`src/rtl/output_wrapper.sv`:
```
// output_wrapper: registered display/LED output stage.
// Decodes four BCD digits to active-low seven-segment codes with optional
// leading-zero blanking and whole-display blinking, stretches single-cycle
// event strobes onto a green LED, and mirrors mode/status onto LEDs.
// Every output is a flop; there is no combinational input-to-output path.

// One display digit: decode plus the output register for that digit.
module segLane (
  input  logic       clkIn,
  input  logic       resetIn,
  input  logic [3:0] digitIn,
  input  logic       blankIn,
  output logic [6:0] hexOut
);

  logic [6:0] segNext;

  // Active-low {g,f,e,d,c,b,a}; non-BCD codes show a dash.
  always_comb begin
    segNext = 7'h7F;
    if (!blankIn) begin
      case (digitIn)
        4'd0:    segNext = 7'h40;
        4'd1:    segNext = 7'h79;
        4'd2:    segNext = 7'h24;
        4'd3:    segNext = 7'h30;
        4'd4:    segNext = 7'h19;
        4'd5:    segNext = 7'h12;
        4'd6:    segNext = 7'h02;
        4'd7:    segNext = 7'h78;
        4'd8:    segNext = 7'h00;
        4'd9:    segNext = 7'h10;
        default: segNext = 7'h3F;
      endcase
    end
  end

  // Output register; reset shows all segments off.
  always_ff @(posedge clkIn or posedge resetIn) begin
    if (resetIn) hexOut <= 7'h7F;
    else         hexOut <= segNext;
  end

endmodule

module output_wrapper #(
  parameter int BLINK_HALF_PERIOD = 25000000,
  parameter int PULSE_STRETCH     = 5000000
) (
  input  logic        clkIn,
  input  logic        resetIn,
  input  logic [15:0] digitsIn,
  input  logic        blankLeadingIn,
  input  logic        blinkEnIn,
  input  logic        demoOrRealModeIn,
  input  logic        eventPulseIn,
  input  logic [3:0]  statusIn,
  output logic [6:0]  hex0Out,
  output logic [6:0]  hex1Out,
  output logic [6:0]  hex2Out,
  output logic [6:0]  hex3Out,
  output logic [1:0]  ledGreenOut,
  output logic [3:0]  ledRedOut
);

  localparam int NUM_LANES = 4;
  localparam int VEC_W     = 4;
  localparam int BW        = $clog2(BLINK_HALF_PERIOD);
  localparam int SW        = $clog2(PULSE_STRETCH + 1);
  localparam logic [BW-1:0] BLINK_TC     = BW'(BLINK_HALF_PERIOD - 1);
  localparam logic [SW-1:0] STRETCH_LOAD = SW'(PULSE_STRETCH);

  logic [NUM_LANES-1:0][VEC_W-1:0] digits;
  logic [NUM_LANES-1:0][6:0]       hexArr;
  logic [NUM_LANES-1:0]            laneBlank;
  // zeroAbove[i]: digit i and every digit to its left are zero.
  logic [NUM_LANES:0]              zeroAbove;

  logic [BW-1:0] blinkCnt;
  logic          blinkPhase;
  logic          blinkOff;
  logic [SW-1:0] stretchCnt;
  logic [SW-1:0] stretchNext;

  assign digits               = digitsIn;
  assign zeroAbove[NUM_LANES] = 1'b1;
  assign blinkOff             = blinkEnIn & blinkPhase;

  genvar i;
  generate
    for (i = 0; i < NUM_LANES; i++) begin : gLane
      assign zeroAbove[i] = zeroAbove[i+1] && (digits[i] == '0);
      // The rightmost digit always shows, even when the value is zero.
      if (i == 0) begin : gRight
        assign laneBlank[i] = blinkOff;
      end else begin : gLead
        assign laneBlank[i] = blinkOff | (blankLeadingIn & zeroAbove[i]);
      end
      segLane uLane (
        .clkIn   (clkIn),
        .resetIn (resetIn),
        .digitIn (digits[i]),
        .blankIn (laneBlank[i]),
        .hexOut  (hexArr[i])
      );
    end
  endgenerate

  assign hex0Out = hexArr[0];
  assign hex1Out = hexArr[1];
  assign hex2Out = hexArr[2];
  assign hex3Out = hexArr[3];

  // Blink timebase; held at zero while disabled so a blink starts visible.
  always_ff @(posedge clkIn or posedge resetIn) begin
    if (resetIn) begin
      blinkCnt   <= '0;
      blinkPhase <= 1'b0;
    end else if (!blinkEnIn) begin
      blinkCnt   <= '0;
      blinkPhase <= 1'b0;
    end else if (blinkCnt == BLINK_TC) begin
      blinkCnt   <= '0;
      blinkPhase <= ~blinkPhase;
    end else begin
      blinkCnt   <= blinkCnt + 1'b1;
    end
  end

  // Stretcher next value: a strobe (re)loads the full count, else count down.
  always_comb begin
    stretchNext = stretchCnt;
    if (eventPulseIn)           stretchNext = STRETCH_LOAD;
    else if (stretchCnt != '0)  stretchNext = stretchCnt - 1'b1;
  end

  // Stretch counter and LED registers; the event LED uses the next count
  // so it lights on the same edge that samples the strobe.
  always_ff @(posedge clkIn or posedge resetIn) begin
    if (resetIn) begin
      stretchCnt  <= '0;
      ledGreenOut <= '0;
      ledRedOut   <= '0;
    end else begin
      stretchCnt  <= stretchNext;
      ledGreenOut <= {stretchNext != '0, demoOrRealModeIn};
      ledRedOut   <= statusIn;
    end
  end

endmodule

```
`config.mk`:
```
export PLATFORM = sky130hd
export DESIGN_NAME = output_wrapper
export DESIGN_NICKNAME = d
export VERILOG_FILES = /design/src/rtl/output_wrapper.sv
export SDC_FILE = /design/constraint.sdc
export NUM_CORES = 1
export LEC_CHECK = 0
export BUFFER_PORTS_ARGS = -buffer_cell sky130_fd_sc_hd__buf_2
export CORE_AREA = 2 2 92 94
export CTS_CLUSTER_DIAMETER = 40
export DETAILED_ROUTE_END_ITERATION = 10
export DIE_AREA = 0 0 94 96
export GPL_ROUTABILITY_DRIVEN = 0
export PLACE_DENSITY = 0.75
export SLEW_MARGIN = 20
export SYNTH_ARGS = -nofsm -noshare
export SYNTH_HDL_FRONTEND = slang
export SYNTH_HIERARCHICAL = 1
export SYNTH_SLANG_ARGS = --single-unit
```
`constraint.sdc`:
```
create_clock -name clkIn -period 3.2 [get_ports clkIn]
set_clock_uncertainty 0.1 [all_clocks]
set_input_delay 0.16 -clock clkIn [delete_from_list [all_inputs] [get_ports clkIn]]
set_output_delay 0.16 -clock clkIn [all_outputs]
set_load 0.005 [all_outputs]
```
==> results of run 1 <==
area by class of cell:
class	count	area [sq um]
clock inverter	7	77.6
tap	105	131
multi-input combinational	342	2220
timing repair buffer	75	440
clock buffer	9	124
inverter	25	93.8
sequential	83	2110
fill	653	2850
layer usage:
layer | vias to the layer above | share of wire | track usage
li1 | 1733 | - | -
met3 | 7 | 0.056 | 0.0532
met2 | 85 | 0.49 | 0.361
met5 | - | 0 | 0
met1 | 1678 | 0.45 | 0.270
met4 | 0 | 0.011 | 0.0700
registers in the layout, summed over array words and instances, names as in the netlist:
register	cells
ledRedOut	4
gLane.uLane/hexOut	28
blinkPhase	1
blinkCnt	25
ledGreenOut	2
stretchCnt	23
logic make-up (layout without fill, tap and decap cells):
kind of cell,count (synthesis),in the layout,synth area share
and+or+nand+nor,208,208,0.248
DFF,83,83,0.467
AOI/OAI and AO/OA,72,72,0.102
buffers and inverters,44,116,0.0429
xor gates and xnor gates,38,38,0.0737
adders and majority gates,23,23,0.0637
muxes,1,1,0.00222
critical path, cell delays in order, from the launching register on:
cell and delay [ps]:
dfrtp_1 450, or4_1 630, nor4b_2 420, o211ai_1 190
xnor2_1 160, or4_1 550, nor4_2 240, nand4_1 120
where the power goes:
| group | switching (mW) | internal, mW |
|---|---|---|
| clock network | 0.392 | 0.365 |
| registers | 0.0432 | 1.13 |
| logic | 0.186 | 0.142 |
placed cells by master (no fill, tap or decap), types with 8 or more instances in the layout:
master         count
nand3_1           13
o21bai_1           8
dfrtp_1           55
nor3_1            13
o21ai_1           12
nand2b_1          15
nor2_1            74
dfstp_2           28
clkbuf_8           9
ha_1              23
xnor2_1           16
a21oi_1           18
o21ai_0            9
xor2_1            22
inv_1             24
nand2_1           23
buf_2             59
dlygate4sd3_1     10
through the flow:
step                std cells  hold WS, ps  power [mW]
floorplan                 469         80.9        1.39
global placement          620          168        1.49
detailed placement        620          169        1.50
CTS                       646         2.99        2.27
global route              646         19.3        2.36
finish                    646         15.7        2.25
worst paths after layout:
path,from,to,slack [ps],depth (start not counted)
max,stretchCnt[4],ledGreenOut[1],220,7
min,digitsIn[10],gLane[2].uLane/hexOut[5],20,2
max reg2reg,stretchCnt[4],ledGreenOut[1],220,7
min reg2reg,blinkCnt[0],blinkCnt[0],380,1
max in group asynchronous,resetIn,stretchCnt[16],1990,4
min in group asynchronous,resetIn,blinkCnt[9],380,3
timing repair:
| action | in CTS | in global routing |
|---|---|---|
| endpoints found under the setup margin | 0 | 1 |
| endpoints found under the hold margin | 69 | 0 |
| hold buffers | 10 | 0 |
| resized for setup | 0 | 2 |
==> run_results.csv, run 1 <==
group,metric,value,unit
run_status,status,"complete, no violations",
final_layout,nNetsFinal,585,
routing,drt-total-wl,9130,um
sta,fin_tns_setup,0,ps
synthesis,synth_top_area_share,0.305,
critical_path,cp_max_fo,8,
floorplanning,fp.dieH,96,um
routing,via_count,3503,
synthesis,synth_top_cell_by_area,"dfrtp_1",
clocking,clk_pin_slew,80,ps
sta,finalHoldViolCount,0,
floorplanning,start_util,0.561,
sta,setup_viol,0,
sta,slew_violations,0,
place,pre_cts_slack,113,ps
clocking,clockRootBuffer,"clkbuf_8",
critical_path,endpoint_kind,"flip-flop",
clocking,cts.sinks,83,
clocking,cts_buffer_depth,2,
clocking,cts_buffers,9,
floorplanning,core,8050,sq um
power,p_leak,2.24,nW
grt,grt_pass1_wl,15100,um
critical_path,critPathLaunchType,"flip-flop",
run,maxCapViolCount,0,
synthesis,synth_area,4520,sq um
synthesis,synthArstFlopShare,1.00,
routing,via_per_inst,5.42,
final_layout,antennaDiodeCount,0,
final_layout,fin_util,0.646,
floorplanning,die_w,94,um
clocking,clock_latency,350,ps
clocking,cts_post_setup_buffers_inserted,0,
synthesis,syn_inst,469,
critical_path,critPathArrivalTime,3100,ps
critical_path,required,3320,ps
sta,rsz0062_at_grt,"false",
routing,drcViolationCount,0,
synthesis,synth_cell_types,54,
floorplanning,io_pins,60,
clocking,cts_tree,"built",
synthesis,yosysWarnings,6,
floorplanning,rows,33,
final_layout,final_layout_size_suffix_gt1_frac,0.238,
sta,min_period_over_period,0.932,
power,p_per_area,433,nW/um^2
place,dp.final_hpwl,6530,um
synthesis,synth_area_per_cell,9.63,sq um
sta,fin_crit,2980,ps
critical_path,critPathKind,"flip-flop to flip-flop",
grt,grt-ovfl-total,0,
synthesis,yosys-top-cells-area,"dfrtp_1 (30%), dfstp_2 (16%), ha_1 (6.4%)",
synthesis,synth_ff_type,"dfrtp_1",
routing,first_pass_iters,4,
final_layout,area_growth_syn_to_layout,15.1,%
routing,final_antenna_net_count,0,
clocking,htree_levels,3,
place,placed_area,4890,sq um
synthesis,ys_seq_area_frac,0.467,
grt,grt_max_degree,33,
grt,antenna_found_initial,0,
hold_path,hold_path_class,"primary input to flip-flop",
synthesis,synth_most_common_cell,"nor2_1",
final_layout,finish.instance_area,5200,sq um
routing,drt-initial-drc-count,195,
sta,tightestPinTransition,903,ps
sta,fmax,0.335,GHz
synthesis,synth_seq_cells,83,
grt,track_usage,0.213,
synthesis,synth_fp_nets,518,
power,ir_drop,0.000293,V
sta,slew-limit-headroom,0.392,
place,port_buffers,59,
sta,fin_ws,218,ps
routing,wire_per_inst,14.1,um
synthesis,synth_edf_count,0,
floorplanning,die_area,9020,sq um
grt,grt_pass1_vias,3294,
synthesis,synth_common_cells,"nor2_1 (74), dfrtp_1 (55), dfstp_2 (28)",
(Power assumes the default switching activity.)
==> run 2: changes to the inputs <==
--- a/config.mk
+++ b/config.mk
@@ -17,3 +17,4 @@
 export SYNTH_HDL_FRONTEND = slang
 export SYNTH_HIERARCHICAL = 1
 export SYNTH_SLANG_ARGS = --single-unit
+export TNS_END_PERCENT = 100
==> constraint.sdc (replaced) <==
create_clock -name clkIn -period 3.22 [get_ports clkIn]
set_clock_uncertainty 0.1 [all_clocks]
set_input_delay 0.161 -clock clkIn [delete_from_list [all_inputs] [get_ports clkIn]]
set_output_delay 0.161 -clock clkIn [all_outputs]
set_load 0.005 [all_outputs]
==> run 2 against run 1 <==
  * Register-to-register slack barely moved
  * Clock power rose by 7.5%
  * Sequential cell count did not move
  * Via count fell by 0.66%
  * Sequential share of layout area rose by 0.11 points
  * Highest routed layer unchanged
  * Non-clock buffer count fell by 2
==> run_results.csv, run 2 (synthesized netlist as in run 1, its figures left out) <==
group,metric,value,unit
sta,min_period_over_period,0.931,
final_layout,antennaDiodeCount,0,
critical_path,critPathLaunchType,"flip-flop",
power,p_leak,2.24,nW
floorplanning,io_pins,60,
routing,drt-total-wl,9110,um
sta,slew_violations,0,
final_layout,nNetsFinal,583,
sta,fin_tns_setup,0,ps
floorplanning,core,8050,sq um
critical_path,endpoint_kind,"flip-flop",
place,dp.final_hpwl,6390,um
floorplanning,die_w,94,um
critical_path,critPathKind,"flip-flop to flip-flop",
grt,grt_pass1_vias,3364,
critical_path,required,3340,ps
clocking,cts.sinks,83,
clocking,clock_latency,360,ps
grt,antenna_found_initial,0,
critical_path,cp_slowest_cell,"or4_1",
floorplanning,start_util,0.561,
routing,wl_met3,543,um
sta,slew-limit-headroom,0.414,
final_layout,largest_reg_flops,28,
sta,rsz0062_at_grt,"false",
floorplanning,die_area,9020,sq um
clocking,cts_buffers,9,
critical_path,crit_family,"simple AND/OR/NAND/NOR gates",
sta,setup_viol,0,
clocking,cts_tree,"built",
sta,finalHoldViolCount,0,
grt,grt-ovfl-total,0,
routing,first_pass_iters,4,
floorplanning,fp.dieH,96,um
critical_path,crit_chain,"or4_1 > nor4b_1 > o21ai_0 > xnor2_1 > or4_1 > nor4_2 > nand4_1",
final_layout,final_layout_size_suffix_gt1_frac,0.232,
routing,via_count,3480,
clocking,htree_levels,3,
routing,final_antenna_net_count,0,
sta,fmax,0.334,GHz
routing,drcViolationCount,0,
final_layout,final_common_cell,"nor2_1",
final_layout,fin_util,0.644,
grt,grt_max_degree,34,
sta,tightestPinTransition,870,ps
clocking,cts_post_setup_buffers_inserted,0,
final_layout,most-common-layout-cells,"nor2_1 (74), buf_2 (59), dfrtp_1 (55), dfstp_2 (28), inv_1 (24)",
final_layout,area_growth_syn_to_layout,14.8,%
critical_path,slowest_delay,600,ps
routing,wl_met2,4380,um
critical_path,crit_top_cell,"or4_1",
sta,fin_crit,3000,ps
critical_path,crit_buf_inv,0,
clocking,cts_buffer_depth,2,
clocking,clockRootBuffer,"clkbuf_8",
run,maxCapViolCount,0,
routing,routed.top_layer,"met4",
sta,fin_ws,222,ps
critical_path,critPathArrivalTime,3120,ps
power,ir_drop,0.000281,V
floorplanning,rows,33,
clocking,ctsHoldBuffers,9,
clocking,post_cts_resized,0,
routing,wire_per_inst,14.2,um
power,p_per_area,443,nW/um^2
critical_path,cp_max_fo,8,
grt,grt_pass1_wl,15600,um
hold_path,hold_path_class,"primary input to flip-flop",
routing,wl_met1,4070,um
run_status,status,"complete, no violations",
final_layout,top_register,"gLane.uLane/hexOut",
final_layout,top_regs,"gLane.uLane/hexOut: 28 flops, blinkCnt: 25 flops, stretchCnt: 23 flops",
routing,via_per_inst,5.40,
clocking,clk_pin_slew,80,ps
routing,drt-initial-drc-count,149,
place,port_buffers,59,
final_layout,fillers,674,
place,pre_cts_slack,231,ps
grt,track_usage,0.219,
-- run 2: per-stage QoR --
stage | instance area (sq um) | total power [mW] | cells | hold slack, ps
3_3_place_gp | 4880 | 1.48 | 619 | 169
3_5_place_dp | 4880 | 1.49 | 619 | 170
5_1_grt | 5190 | 2.41 | 644 | 32.9
2_1_floorplan | 4520 | 1.38 | 469 | 81.9
6_report | 5190 | 2.30 | 644 | 15.9
4_1_cts | 5190 | 2.32 | 644 | 2.17
-- run 2: worst paths after layout --
kind / startpoint / end / slack [ps] / depth (start not counted)
setup / recovery: stretchCnt[4] / ledGreenOut[1] / 220 / 7
hold / removal: digitsIn[3] / gLane[0].uLane/hexOut[6] / 20 / 2
setup reg to reg: stretchCnt[4] / ledGreenOut[1] / 220 / 7
hold reg to reg: blinkCnt[0] / blinkCnt[0] / 390 / 1
max in group asynchronous: resetIn / stretchCnt[0] / 1850 / 4
min in group asynchronous: resetIn / ledGreenOut[0] / 410 / 3
-- run 2: power breakdown --
part / leakage [nW] / total [mW] / internal, mW / switching (mW)
Combinational: 1.14 / 0.320 / 0.139 / 0.181
Clock: 0.103 / 0.814 / 0.438 / 0.376
Sequential: 0.997 / 1.16 / 1.12 / 0.0434
Total: 2.24 / 2.30 / 1.70 / 0.600
-- run 2: area by class of cell --
class,instances,area (sq um),share of cell area
Clock buffer,10,128,0.0246
Clock inverter,6,88.8,0.0171
Inverter,25,93.8,0.0181
Multi-Input combinational cell,342,2210,0.426
Sequential cell,83,2110,0.407
Tap cell,105,131,0.0253
Timing Repair Buffer,73,423,0.0815
-- run 2: layer usage --
metal  vias up  global-route usage
met1      1665               0.288
met5         -                   0
met4         0              0.0809
met2        75               0.362
met3         9              0.0446
li1       1731                   -
